**config.mk**
```make
export PLATFORM = sky130hd
export DESIGN_NAME = zigzag_rle_encoder
export DESIGN_NICKNAME = d
export VERILOG_FILES = /design/src/rtl/jpeg_pkg.sv /design/src/rtl/zz_pair_outreg.sv /design/src/rtl/zigzag_rle_encoder.sv
export SDC_FILE = /design/constraint.sdc
export NUM_CORES = 1
export LEC_CHECK = 0
export ABC_CLOCK_PERIOD_IN_PS = 21000
export CELL_PAD_IN_SITES_DETAIL_PLACEMENT = 0
export CELL_PAD_IN_SITES_GLOBAL_PLACEMENT = 1
export CORE_ASPECT_RATIO = 2
export CORE_MARGIN = 2
export CORE_UTILIZATION = 41
export DETAILED_ROUTE_END_ITERATION = 10
export PLACE_DENSITY_LB_ADDON = 0.1
export SYNTH_ARGS = -nofsm -noshare
export SYNTH_HDL_FRONTEND = slang
export SYNTH_SLANG_ARGS = --single-unit
```
**constraint.sdc**
```tcl
create_clock -name clk -period 21 [get_ports clk]
set_input_delay 4.2 -clock clk [delete_from_list [all_inputs] [get_ports clk]]
set_output_delay 4.2 -clock clk [all_outputs]
set_load 0.005 [all_outputs]
```
**src/rtl/jpeg_pkg.sv**
```systemverilog
// jpeg_pkg: block geometry, zig-zag order and encoder FSM states.
// The decoder-side table generator derives its table from ZZ_ORDER too.
package jpeg_pkg;

    localparam int BLOCK_SIZE = 64;
    localparam int DEF_COEF_W = 8;
    localparam int DEF_RUN_W  = 4;

    localparam int ZZ_ORDER [BLOCK_SIZE] = '{
         0,  1,  8, 16,  9,  2,  3, 10,
        17, 24, 32, 25, 18, 11,  4,  5,
        12, 19, 26, 33, 40, 48, 41, 34,
        27, 20, 13,  6,  7, 14, 21, 28,
        35, 42, 49, 56, 57, 50, 43, 36,
        29, 22, 15, 23, 30, 37, 44, 51,
        58, 59, 52, 45, 38, 31, 39, 46,
        53, 60, 61, 54, 47, 55, 62, 63
    };

    typedef enum logic [1:0] {
        IDLE,
        SCAN,
        FINAL,
        DRAIN
    } zz_state_t;

    function automatic logic [5:0] zz_pos(input logic [5:0] k);
        return 6'(ZZ_ORDER[k]);
    endfunction

endpackage

```
**src/rtl/zz_pair_outreg.sv**
```systemverilog
// zz_pair_outreg: one-entry valid/ready register for a {run, coefficient} pair.
// Accepts a new pair whenever it is empty or its current pair leaves this cycle.
module zz_pair_outreg
    import jpeg_pkg::*;
#(
    parameter int COEF_W = DEF_COEF_W,
    parameter int RUN_W  = DEF_RUN_W
) (
    input  logic              clk,
    input  logic              rst,
    input  logic              in_valid,
    output logic              in_ready,
    input  logic [RUN_W-1:0]  in_run,
    input  logic [COEF_W-1:0] in_coef,
    output logic              out_valid,
    input  logic              out_ready,
    output logic [RUN_W-1:0]  out_run,
    output logic [COEF_W-1:0] out_coef
);

    assign in_ready = !out_valid || out_ready;

    always_ff @(posedge clk) begin
        if (!rst) begin
            out_valid <= 1'b0;
            out_run   <= '0;
            out_coef  <= '0;
        end else if (in_ready) begin
            out_valid <= in_valid;
            if (in_valid) begin
                out_run  <= in_run;
                out_coef <= in_coef;
            end
        end
    end

endmodule

```
**src/rtl/zigzag_rle_encoder.sv**
```systemverilog
// zigzag_rle_encoder: zig-zag scans an 8x8 block into (run, coefficient) pairs.
// Define ZZ_RLE_STATS_EN to add the pair_count and block_done outputs.
module zigzag_rle_encoder
    import jpeg_pkg::*;
#(
    parameter int COEF_W = DEF_COEF_W,
    parameter int RUN_W  = DEF_RUN_W
) (
    input  logic                         clk,
    input  logic                         rst,
    input  logic [BLOCK_SIZE*COEF_W-1:0] block_in,
    input  logic                         block_valid,
    output logic                         block_ready,
    output logic [RUN_W-1:0]             r_value,
    output logic [COEF_W-1:0]            coefficient,
    output logic                         is_new_coefficient,
    input  logic                         coef_ready
`ifdef ZZ_RLE_STATS_EN
    ,
    output logic [6:0]                   pair_count,
    output logic                         block_done
`endif
);

    localparam logic [RUN_W-1:0] MAX_RUN = '1;

    zz_state_t         state;
    zz_state_t         state_nxt;
    logic [COEF_W-1:0] blk [BLOCK_SIZE];
    logic [5:0]        k;
    logic [RUN_W-1:0]  run;
    logic              rdy_en;
    logic              accept;
    logic              can_push;
    logic              push;
    logic              last;
    logic [RUN_W-1:0]  push_run;
    logic [COEF_W-1:0] push_coef;
    logic [COEF_W-1:0] c;

    assign c      = blk[zz_pos(k)];
    assign last   = (k == 6'd63);
    assign accept = block_valid && block_ready;

    always_ff @(posedge clk) begin
        if (!rst) begin
            state <= IDLE;
        end else begin
            state <= state_nxt;
        end
    end

    always_comb begin
        state_nxt = state;
        case (state)
            IDLE:    if (accept) state_nxt = SCAN;
            SCAN:    if (can_push && last)
                         state_nxt = (run == '0) ? DRAIN : FINAL;
            FINAL:   if (can_push) state_nxt = DRAIN;
            DRAIN:   if (is_new_coefficient && coef_ready)
                         state_nxt = IDLE;
            default: state_nxt = IDLE;
        endcase
    end

    // A trailing zero run is closed one slot early so the last pair hits index 63.
    always_comb begin
        block_ready = (state == IDLE) && rdy_en;
        push        = 1'b0;
        push_run    = '0;
        push_coef   = '0;
        case (state)
            SCAN: if (can_push) begin
                if (last) begin
                    push = 1'b1;
                    if (run == '0) push_coef = c;
                    else           push_run  = run - RUN_W'(1);
                end else if (c != '0) begin
                    push      = 1'b1;
                    push_run  = run;
                    push_coef = c;
                end else if (run == MAX_RUN) begin
                    push     = 1'b1;
                    push_run = MAX_RUN;
                end
            end
            FINAL: if (can_push) begin
                push      = 1'b1;
                push_coef = c;
            end
            default: ;
        endcase
    end

    always_ff @(posedge clk) begin
        if (!rst) begin
            rdy_en <= 1'b0;
            k      <= '0;
            run    <= '0;
            for (int j = 0; j < BLOCK_SIZE; j++) blk[j] <= '0;
        end else begin
            rdy_en <= 1'b1;
            if (accept) begin
                k   <= '0;
                run <= '0;
                for (int j = 0; j < BLOCK_SIZE; j++)
                    blk[j] <= block_in[j*COEF_W +: COEF_W];
            end else if (state == SCAN && can_push && !last) begin
                k   <= k + 6'd1;
                run <= (c != '0 || run == MAX_RUN) ? '0 : run + RUN_W'(1);
            end
        end
    end

    zz_pair_outreg #(
        .COEF_W (COEF_W),
        .RUN_W  (RUN_W)
    ) u_outreg (
        .clk       (clk),
        .rst       (rst),
        .in_valid  (push),
        .in_ready  (can_push),
        .in_run    (push_run),
        .in_coef   (push_coef),
        .out_valid (is_new_coefficient),
        .out_ready (coef_ready),
        .out_run   (r_value),
        .out_coef  (coefficient)
    );

`ifdef ZZ_RLE_STATS_EN
    logic [6:0] cnt;

    assign block_done = (state == DRAIN) && is_new_coefficient && coef_ready;

    always_ff @(posedge clk) begin
        if (!rst) begin
            cnt        <= '0;
            pair_count <= '0;
        end else begin
            if (accept)    cnt <= '0;
            else if (push) cnt <= cnt + 7'd1;
            if (block_done) pair_count <= cnt;
        end
    end
`endif

endmodule

```
==> flow_summary.json, run 1 <==
{
  "antenna_left": 0,
  "path_clk_slew_ns": 0.08,
  "hold_viol_final": 0,
  "relSlewSlack_pct": 21.7,
  "ios": 530,
  "synth-compound-area-share_pct": 6.02,
  "cts_buffers": 48,
  "totalWireLength_um": 94100,
  "synth_top_family_by_area": "simple AND/OR/NAND/NOR gates",
  "synthSimpleGateAreaFrac_pct": 23.1,
  "holdBufCountCts": 0,
  "yosysMostFrequentCell": "and2_1",
  "die-area_um2": 66200,
  "cp_max_fo": 60,
  "max-clock-path-buffers": 3,
  "netlist_area_um2": 26300,
  "placed_cells": 3426,
  "antenna_found_initial": 8,
  "drt-met1-wl_um": 35100,
  "ir_worst_vdd_mv": 0.0637,
  "first_pass_iters": 6,
  "drc": 0,
  "synth-seq-area-share_pct": 60.5,
  "wl_met2_um": 48900,
  "period_minus_slack_ns": 7.65,
  "criticalPathCategory": "register to register",
  "netlist_instances": 2220,
  "slew_violations": 0,
  "finalSetupTns_ns": 0,
  "htree_num_levels": 2,
  "timing.fmax_ghz": 0.131,
  "post-route-period-util_pct": 36.4,
  "place_hpwl_um": 67700,
  "synth_adder_area_share_pct": 1.10,
  "muxShareOfSynthArea_pct": 6.05,
  "synthXorXnorAreaFrac_pct": 0.200,
  "placed_area_um2": 32200,
  "outcome": "complete, no violations",
  "crit_path_end_kind": "register",
  "core_um2": 63600,
  "ys_ff_latch": 538,
  "seq_area_um2": 15900,
  "routed-wl-met3_um": 5310,
  "hold-worst-slack_ns": 0.479,
  "cp-start-kind": "register",
  "dp_slack_ns": 13.27,
  "postCtsSetupBuffers": 0,
  "maxCapViolCount": 0,
  "finClkSkew_ns": 0.0214,
  "grt_pass1_wl_um": 134000,
  "grt.total_usage_pct": 28.0,
  "min_path_type": "register to register",
  "synth-async-reset-ratio_pct": 0,
  "drive_above_1_share_pct": 5.67,
  "synth_cell_types": 88,
  "worstMarginPinSlew_ns": 1.17,
  "die_w_um": 183,
  "cp_data_required_time_ns": 21.50,
  "power_mw": 3.26,
  "grt_max_degree": 179,
  "pwr_density_cell_nw_per_um2": 96.3,
  "synth_top_area_share_pct": 58.5,
  "detail_route.wl_per_cell_um": 26.7,
  "cts-root-buf": "clkbuf_16",
  "synth_area_leaders": "edfxtp_1 (59%), and2_1 (12%), mux2i_1 (5.1%)",
  "grt_pass1_vias": 20055,
  "io_buffer_count": 529,
  "synth_area_per_cell_um2": 11.8,
  "vias": 19315,
  "drt_iter0_drc": 1387,
  "synth_ff_type": "edfxtp_1",
  "stdcell_area_um2": 33800,
  "syn_to_final_growth_pct": 28.7,
  "p_leak_nw": 12.3,
  "place.gp.congestion": 0.879,
  "path_cells": "inv_1 -> ha_1 -> xnor2_1 -> a32oi_1 -> a211o_4 -> buf_4 -> mux2i_1 -> mux2_2 -> o32a_1 -> nand4_1 -> nor4_1 -> nand4_1 -> nor4b_4 -> a21boi_4 -> mux2i_1 -> and2_1",
  "final_cells": 3523,
  "initial_utilization_pct": 41.3,
  "r2r_slack_ns": 13.35,
  "numClockSinks": 538,
  "synth_edf_count": 512,
  "layout_setup_ws_ns": 13.35,
  "top_layer_used": "met5",
  "multi_input_comb_area_um2": 9660,
  "cts-resized-gates": 0,
  "grt.overflow.total": 0,
  "cts_tree": "yes",
  "rsz0062_at_grt": "no",
  "clock_latency_ns": 0.62,
  "yosys-top-cells-count": "and2_1 (523), edfxtp_1 (512), nand2_1 (298)",
  "setup_viol": 0,
  "fin_nets": 3217,
  "yosysWarnings": 0,
  "yosysTopAreaCell": "edfxtp_1",
  "die_height_um": 362,
  "cp_slowest_cell": "buf_4",
  "via_per_inst": 5.48,
  "fillCellCount": 5641,
  "critical_path_arrival_ns": 8.14,
  "syn_nets": 2759,
  "fin_util_pct": 53.1,
  "rows": 131,
  "max_stage_delay_ns": 0.91
}
==> power breakdown <==
group	switching [mW]	internal, mW
clock	0.421	0.500
sequential	0.0450	1.34
combinational	0.610	0.335
==> registers in the layout (all words and copies together) (netlist names) <==
signal,cells
blk,512
run,4
state,2
u_outreg.out_valid,1
k,6
u_outreg.out_coef,8
u_outreg.out_run,4
rdy_en,1
==> cell families (layout without fill, tap and decap cells) <==
logic type / after synthesis / in the layout
and+or+nand+nor: 1121 / 1121
DFF: 538 / 538
AOI/OAI and AO/OA: 208 / 208
buffers and inverters: 172 / 670
muxes: 152 / 152
adders and majority gates: 23 / 23
xor gates and xnor gates: 6 / 6
other: 0 / 7
==> placed cells by master (no fill, tap or decap), types with 21 or more instances in the layout <==
cell,instances
a21oi_1,30
a311oi_1,21
and2_1,522
buf_4,31
clkbuf_16,48
clkdlybuf4s50_1,528
dfxtp_1,26
edfxtp_1,512
ha_1,23
mux2i_1,133
nand2_1,297
nand3_1,141
nand4_1,29
nor2_1,39
o21ai_0,23
==> path summary, 6_finish.rpt <==
check,start,end,cells past startpoint
setup / recovery,k[0],u_outreg.out_coef[5],16
hold reg to reg,u_outreg.out_coef[6],u_outreg.out_coef[6],2
hold / removal,u_outreg.out_coef[6],u_outreg.out_coef[6],2
setup reg to reg,k[0],u_outreg.out_coef[5],16
==> critical path: cells and delay by family, from the launching register on <==
family	cells	cell delay [ns]
and+or+nand+nor	5	2.09
AOI/OAI and AO/OA	4	1.89
buffers and inverters	2	1.24
muxes	3	0.83
DFF	1	0.78
adders and majority gates	1	0.48
xor gates and xnor gates	1	0.19
==> area by class of cell <==
type                       instances  share of cell area (%)
tap                              798                    2.95
antenna                            7                  0.0518
clock buffer                      54                    3.62
clock inverter                    36                    1.12
inverter                          19                   0.211
timing repair buffer             561                    16.4
multi-input combinational       1510                    28.6
sequential                       538                    47.0
==> metal layers <==
layer	GRT usage [%]	vias to the layer above
met5	0	-
met4	13.4	2
met3	3.71	165
met2	50.7	821
met1	32.4	9445
li1	-	8882
(Power assumes the default switching activity.)
==> run 2: changes to the inputs <==
- ABC_CLOCK_PERIOD_IN_PS: 21000 -> 6150
- CORE_UTILIZATION: 41 -> 37
- clock period: 21 -> 6.15 ns (I/O delays scaled with it)
==> flow_summary.json, run 2 (synthesized netlist as in run 1, its figures left out) <==
{
  "maxCapViolCount": 0,
  "switching_share_pct": 32.9,
  "p_leak_nw": 12.6,
  "place.gp.congestion": 0.863,
  "detail_route.wl_per_cell_um": 26.1,
  "stdcell_area_um2": 34500,
  "pwr-share-comb_pct": 29.9,
  "cp_max_fo": 28,
  "seq_area_um2": 15900,
  "crit_top_cell": "a311oi_1",
  "cts-root-buf": "clkbuf_16",
  "period_minus_slack_ns": 5.55,
  "final_cell_mix": "clkdlybuf4s50_1 (528), and2_1 (522), edfxtp_1 (512), nand2_1 (297), nand3_1 (141)",
  "fillCellCount": 6470,
  "finalSetupTns_ns": 0,
  "ios": 530,
  "htree_num_levels": 2,
  "setup_viol": 0,
  "cts_tree": "yes",
  "largest_reg_flops": 512,
  "reg_top3": "blk (512), u_outreg.out_coef (8), k (6)",
  "worstMarginPinSlew_ns": 1.16,
  "internal_power_mw": 7.71,
  "slew_violations": 0,
  "grt_max_degree": 144,
  "max-clock-path-buffers": 3,
  "multi_input_comb_area_um2": 9660,
  "crit_path_end_kind": "register",
  "place_hpwl_um": 70000,
  "crit_start": "k[0]",
  "io_buffer_count": 529,
  "clock_latency_ns": 0.62,
  "grt.overflow.total": 0,
  "top_register": "blk",
  "rows": 138,
  "r2r-start": "k[0]",
  "cp_data_required_time_ns": 6.60,
  "syn_to_final_growth_pct": 31.4,
  "rsz0062_at_grt": "no",
  "power_frac_seq_pct": 41.3,
  "antenna_left": 0,
  "outcome": "complete, no violations",
  "totalWireLength_um": 95900,
  "drive_above_1_share_pct": 7.23,
  "p_clk_share_pct": 28.7,
  "postCtsSetupBuffers": 0,
  "die-area_um2": 73300,
  "max_stage_delay_ns": 0.76,
  "grt_pass1_wl_um": 138000,
  "grt.total_usage_pct": 26.1,
  "criticalPathCategory": "register to register",
  "first_pass_iters": 8,
  "crit_family": "compound AO/OA/AOI/OAI gates",
  "via_per_inst": 5.25,
  "final_common_cell": "clkdlybuf4s50_1",
  "grt_pass1_vias": 19894,
  "ir_worst_vdd_mv": 0.218,
  "cp-start-kind": "register",
  "finClkSkew_ns": 0.0300,
  "initial_utilization_pct": 37.3,
  "drc": 0,
  "timing.fmax_ghz": 0.180,
  "die_height_um": 381,
  "relSlewSlack_pct": 21.7,
  "placed_area_um2": 32800,
  "path_cells": "inv_1 -> ha_1 -> xnor2_1 -> a32oi_1 -> buf_4 -> a211o_4 -> buf_12 -> a2111oi_0 -> a311oi_1 -> a311oi_1 -> a311oi_1 -> nor4_2 -> nand4_1 -> nor4b_4 -> buf_4 -> mux2i_1 -> a211oi_1 -> o22ai_1",
  "worst-path-buf-inv": 4,
  "cp_slowest_cell": "a2111oi_0",
  "p_sw_mw": 3.77,
  "drt_iter0_drc": 1401,
  "core_um2": 70400,
  "hold_viol_final": 0,
  "min_path_type": "register to register",
  "numClockSinks": 538,
  "critical_path_arrival_ns": 6.00,
  "vias": 19310,
  "power_mw": 11.5,
  "antenna_found_initial": 9,
  "die_w_um": 192,
  "post-route-period-util_pct": 90.3,
  "pwr_density_cell_nw_per_um2": 333,
  "fin_util_pct": 49.0,
  "path_clk_slew_ns": 0.07,
  "cts_buffers": 50,
  "hp-start": "u_outreg.out_run[3]",
  "fin_nets": 3266
}
## run 2: power by group through the flow
stage                     Sequential (mW)  Combinational [mW]  Clock, mW
final                                4.75                3.44       3.30
after global routing                 4.79                3.65       3.47
after CTS                            4.75                3.46       3.35
after detailed placement             4.83                3.44          0
after floorplan                      4.83                1.84          0
after global placement               4.83                3.46          0
## run 2: tightest hold or removal path, delay by kind of cell (launching register included)
kind | cells | cell delay [ns]
AO/OA/AOI/OAI | 1 | 0.07
flip-flops | 1 | 0.34
AND/OR/NAND/NOR | 1 | 0.06
## run 2: layout make-up
class | instances | area share [%]
Sequential cell | 538 | 46.0
Multi-Input combinational cell | 1510 | 28.0
Timing Repair Buffer | 608 | 17.6
Clock buffer | 58 | 3.71
Tap cell | 910 | 3.30
Clock inverter | 34 | 1.17
Inverter | 19 | 0.207
Antenna cell | 3 | 0.0217
## run 2: routing by layer
metal,share of wire [%],global-route usage (%)
met2,47,42.2
met4,4.0,9.58
met3,8.0,4.97
met1,41,34.6
met5,0.086,0
## run 2: path summary, 6_finish.rpt
path / slack [ns] / cells past startpoint / end
setup / recovery: 0.60 / 18 / u_outreg.out_run[2]
hold reg to reg: 0.52 / 2 / u_outreg.out_run[3]
setup reg to reg: 0.60 / 18 / u_outreg.out_run[2]
hold / removal: 0.52 / 2 / u_outreg.out_run[3]
## run 2: through the flow
stage | worst slack [ns] | cells | hold slack, ns
2_1_floorplan | 0.477 | 2220 | 0.460
3_3_place_gp | 0.273 | 3585 | 0.527
3_5_place_dp | 0.352 | 3585 | 0.501
4_1_cts | 0.346 | 3677 | 0.520
5_1_grt | 0.250 | 3678 | 0.539
6_report | 0.598 | 3680 | 0.517
## run 2: repair_timing
| item | 4_1_cts | 5_1_grt |
|---|---|---|
| endpoints found under the setup margin | 0 | 2 |
| hold buffers | 0 | 0 |
| gates resized for setup | 0 | 1 |
